**src/rtl/rr_mux_arbiter.sv**
```systemverilog
// rr_mux_arbiter: round-robin grant over four requesters feeding a 4:1 mux
// into a single-stage valid/ready output buffer.
module rr_mux_arbiter #(
  parameter int WIDTH = 4
) (
  input  logic             clk,
  input  logic             rst_n,
  input  logic [3:0]       in_valid,
  input  logic [WIDTH-1:0] d0,
  input  logic [WIDTH-1:0] d1,
  input  logic [WIDTH-1:0] d2,
  input  logic [WIDTH-1:0] d3,
  output logic [3:0]       in_ready,
  output logic             out_valid,
  output logic [WIDTH-1:0] out_data,
  output logic [1:0]       out_sel,
  input  logic             out_ready
);
  logic [1:0]       r_ptr;
  logic             w_load;
  logic             w_any;
  logic [1:0]       w_win;
  logic [WIDTH-1:0] w_data;
  assign w_load = !out_valid || out_ready;
  // Scan from the farthest slot back to ptr so the nearest requester wins last.
  always_comb begin
    w_any = 1'b0;
    w_win = 2'd0;
    for (int k = 3; k >= 0; k--) begin
      if (in_valid[r_ptr + 2'(k)]) begin
        w_any = 1'b1;
        w_win = r_ptr + 2'(k);
      end
    end
  end
  assign w_data   = w_win[1] ? (w_win[0] ? d3 : d2) : (w_win[0] ? d1 : d0);
  assign in_ready = (rst_n && w_load && w_any) ? (4'b0001 << w_win) : 4'b0000;
  always_ff @(posedge clk or negedge rst_n) begin
    if (!rst_n) begin
      out_valid <= 1'b0;
      out_data  <= '0;
      out_sel   <= 2'd0;
      r_ptr     <= 2'd0;
    end else if (w_load) begin
      out_valid <= w_any;
      if (w_any) begin
        out_data <= w_data;
        out_sel  <= w_win;
        r_ptr    <= w_win + 2'd1;
      end
    end
  end
endmodule
```
**config.mk**
```make
export PLATFORM = sky130hd
export DESIGN_NAME = rr_mux_arbiter
export DESIGN_NICKNAME = d
export VERILOG_FILES = /design/src/rtl/rr_mux_arbiter.sv
export SDC_FILE = /design/constraint.sdc
export NUM_CORES = 1
export LEC_CHECK = 0
export CAP_MARGIN = 10
export CORE_UTILIZATION = 32
export DETAILED_ROUTE_END_ITERATION = 8
export PLACE_DENSITY = 0.74
export SLEW_MARGIN = 10
export SYNTH_ARGS = -nofsm -noshare
export SYNTH_HDL_FRONTEND = slang
export SYNTH_SLANG_ARGS = --single-unit
```
**constraint.sdc**
```tcl
create_clock -name clk -period 1.5 [get_ports clk]
set_clock_uncertainty 0.05 [all_clocks]
set_input_delay 0.3 -clock clk [delete_from_list [all_inputs] [get_ports clk]]
set_output_delay 0.3 -clock clk [all_outputs]
set_load 0.005 [all_outputs]
```
==> flow_summary_export.csv <==
group,metric,value,unit
power,p_leak,0.596,nW
clocking,clkTransAtPathRegs,70,ps
placed_design,placed_cell_area,991,sq um
synth,synth_edf_count,0,
power,vdd_drop_max,0.875,mV
timing,fin_crit,1930,ps
global_routing,grt_start_max_net_pins,8,
timing,finalHoldViolCount,0,
floorplan,pin_count,34,
setup_path,max_stage_delay,350,ps
synth,seq_area_frac_synth,0.404,
timing,finalCritPeriodShare,1.29,
routing,wl_per_cell,14.6,um
final_layout,postLayoutCellArea,1200,sq um
timing,slew_headroom,0.792,
clocking,clockRootBuffer,"clkbuf_4",
timing,max_slew.worst_pin.slew,312,ps
synth,synthDistinctLibCells,21,
clocking,numCtsBuffers,3,
placed_design,portBuffers,33,
setup_path,critPathLaunchType,"input port",
clocking,clk_path_buf_depth,2,
global_routing,antenna_found_initial,0,
global_routing,grt_usage,0.220,
floorplan,core_area,1560,sq um
floorplan,rows,14,
timing,rsz0062_at_grt,"true",
placed_design,globalplace.congestion,0.798,
routing,detail_route.iter0.violations,6,
final_layout,finish.utilization,0.770,
global_routing,grt-ovfl-total,0,
synth,synth_top_area_frac,0.404,
status,violations,"design-rule violations, negative setup slack",
worst_hold_path,hp-class,"input port to async pin",
status,status,"finished, violations left",
synth,synth-async-reset-ratio,1.00,
routing,vias_per_cell,5.16,
synth,synth_area_leaders,"dfrtp_1 (40%), mux2i_1 (14%), nand2_1 (7.4%)",
floorplan,fp.dieW,43.8,um
synth,yosys_register_bits,9,
routing,drtPass1Iterations,6,
final_layout,layout-drive-gt1-share,0.415,
setup_path,cp_num_buf_inv,5,
setup_path,end_kind,"output port",
synth,syn_area,558,sq um
routing,ant_nets,0,
routing,drt_wl_total,1950,um
setup_path,ff2ff_setup_slack,-210,ps
clocking,cts.sinks,9,
clocking,cts_tree,"built",
placed_design,place_inst,122,
final_layout,syn_to_final_growth,115,%
setup_path,cp_top_family,"buffers and inverters",
routing,vias,691,
placed_design,dpl.hpwl,1220,um
setup_path,rr_startpoint,"r_ptr[0]$_DFFE_PN0P_",
floorplan,die_h,43.8,um
synth,yosys-top-cells-count,"nand2_1 (11), dfrtp_1 (9), mux2i_1 (8)",
timing,final-setup-viol-count,10,
timing,fin_ws,-433,ps
synth,yosys.area.top_type,"dfrtp_1",
setup_path,crit_path_max_fanout,3,
run,cap_violations,0,
final_layout,fin_cells,134,
synth,ys.flop_type,"dfrtp_1",
setup_path,arrival,1580,ps
final_layout,final_nets,142,
synth,syn_nets,85,
setup_path,worst_path_max_delay_cell,"o32a_1",
setup_path,rr_worst_depth,7,
synth,synth_warnings,0,
routing,drcViolationCount,1,
power,p_per_area,1240,nW/um^2
clocking,cts_max_level,1,
final_layout,diodes,0,
synth,yosysMostFrequentCell,"nand2_1",
final_layout,num-fill-cells,109,
setup_path,cp_cell_sequence,"clkdlybuf4s15_1 -> nor2b_2 -> buf_4 -> o32a_1 -> buf_6 -> inv_2 -> nor2_1 -> buf_2",
global_routing,grt_pass1_wl,2950,um
setup_path,critPathRequiredTime,1150,ps
setup_path,worstReg2RegEnd,"out_data[3]$_DFFE_PN0P_",
synth,syn_area_per_cell,9.00,sq um
timing,fmax,517,MHz
floorplan,die-area,1910,sq um
synth,syn_inst,62,
setup_path,path_class,"input port to output port",
clocking,clkLatencyLatePin,280,ps
timing,slew_violations,0,
floorplan,initial_core_util,0.358,
global_routing,grt_pass1_vias,668,
[where the power goes]
group	switching, W	internal, W
registers	0.0000574	0.000328
logic	0.000359	0.000539
clock network	0.000102	0.000103
[cell type report]
| type | count | area [sq um] | area share |
|---|---|---|---|
| clock buffers | 4 | 26.3 | 0.0219 |
| well taps | 16 | 20.0 | 0.0167 |
| flip-flops and latches | 9 | 226 | 0.189 |
| inverters | 4 | 15.0 | 0.0125 |
| multi-input cells | 47 | 420 | 0.350 |
| repair buffers | 54 | 492 | 0.410 |
[cells by family after synthesis]
| group | after synthesis | share of synthesized area |
|---|---|---|
| flip-flops | 9 | 0.404 |
| AND/OR/NAND/NOR | 23 | 0.186 |
| AO/OA/AOI/OAI | 15 | 0.197 |
| buffers and inverters | 6 | 0.0538 |
| multiplexers | 8 | 0.144 |
| XOR/XNOR | 1 | 0.0157 |
[per-layer routing]
metal,GRT usage,share of wire,vias up
met4,0.106,0.032,0
met3,0.0792,0.069,8
met2,0.370,0.52,27
li1,-,-,333
met5,0,0,-
met1,0.244,0.38,323
[what timing repair did]
item | CTS | global route
gates resized for setup | 47 | 18
pin swaps | 13 | 9
setup endpoints to repair | 14 | 14
setup buffers | 9 | 4
hold buffers | 0 | 0
[flip-flops by register name, summed over array words and instances (netlist names)]
| register | cells |
|---|---|
| out_data | 4 |
| r_ptr | 2 |
| out_valid | 1 |
| out_sel | 2 |
[stage by stage]
| stage | worst slack [ps] | power, W | hold WS, ps | setup TNS (ps) |
|---|---|---|---|---|
| floorplan | 11.1 | 0.000669 | -45.6 | 0 |
| global placement | -982 | 0.000959 | 409 | -8280 |
| detailed placement | -1040 | 0.000969 | 423 | -8590 |
| CTS | -349 | 0.00143 | 306 | -1970 |
| global route | -508 | 0.00157 | 348 | -3330 |
| finish | -433 | 0.00149 | 328 | -2640 |
[worst max-delay path by stage]
stage	start	endpoint	slack, ps	cells after the start
finish	in_valid[2]	in_ready[2]	-430	8
global route	r_ptr[0]$_DFFE_PN0P_	in_ready[3]	-510	6
CTS	r_ptr[0]$_DFFE_PN0P_	in_ready[3]	-350	6
detailed placement	in_valid[2]	in_ready[3]	-1040	7
global placement	in_valid[2]	in_ready[3]	-980	7
floorplan	in_valid[2]	in_ready[1]	10	5
[layout by cell type, fill, tap and decap left out, types with 2 or more instances in the layout]
master           netlist  final
nand2_1               11      9
inv_1                  4      3
mux2i_2                0      3
nor2_1                 5      5
buf_4                  0     17
mux2i_1                8      5
buf_2                  0      5
o221ai_1               4      2
dlygate4sd2_1          0      4
dfrtp_1                9      8
a21o_1                 2      2
clkbuf_4               0      3
dlymetal6s2s_1         0      4
a21oi_2                0      2
nand2b_4               0      3
clkdlybuf4s50_1        0     19
o221ai_2               0      2
buf_6                  1      3
(Power assumes the default switching activity.)
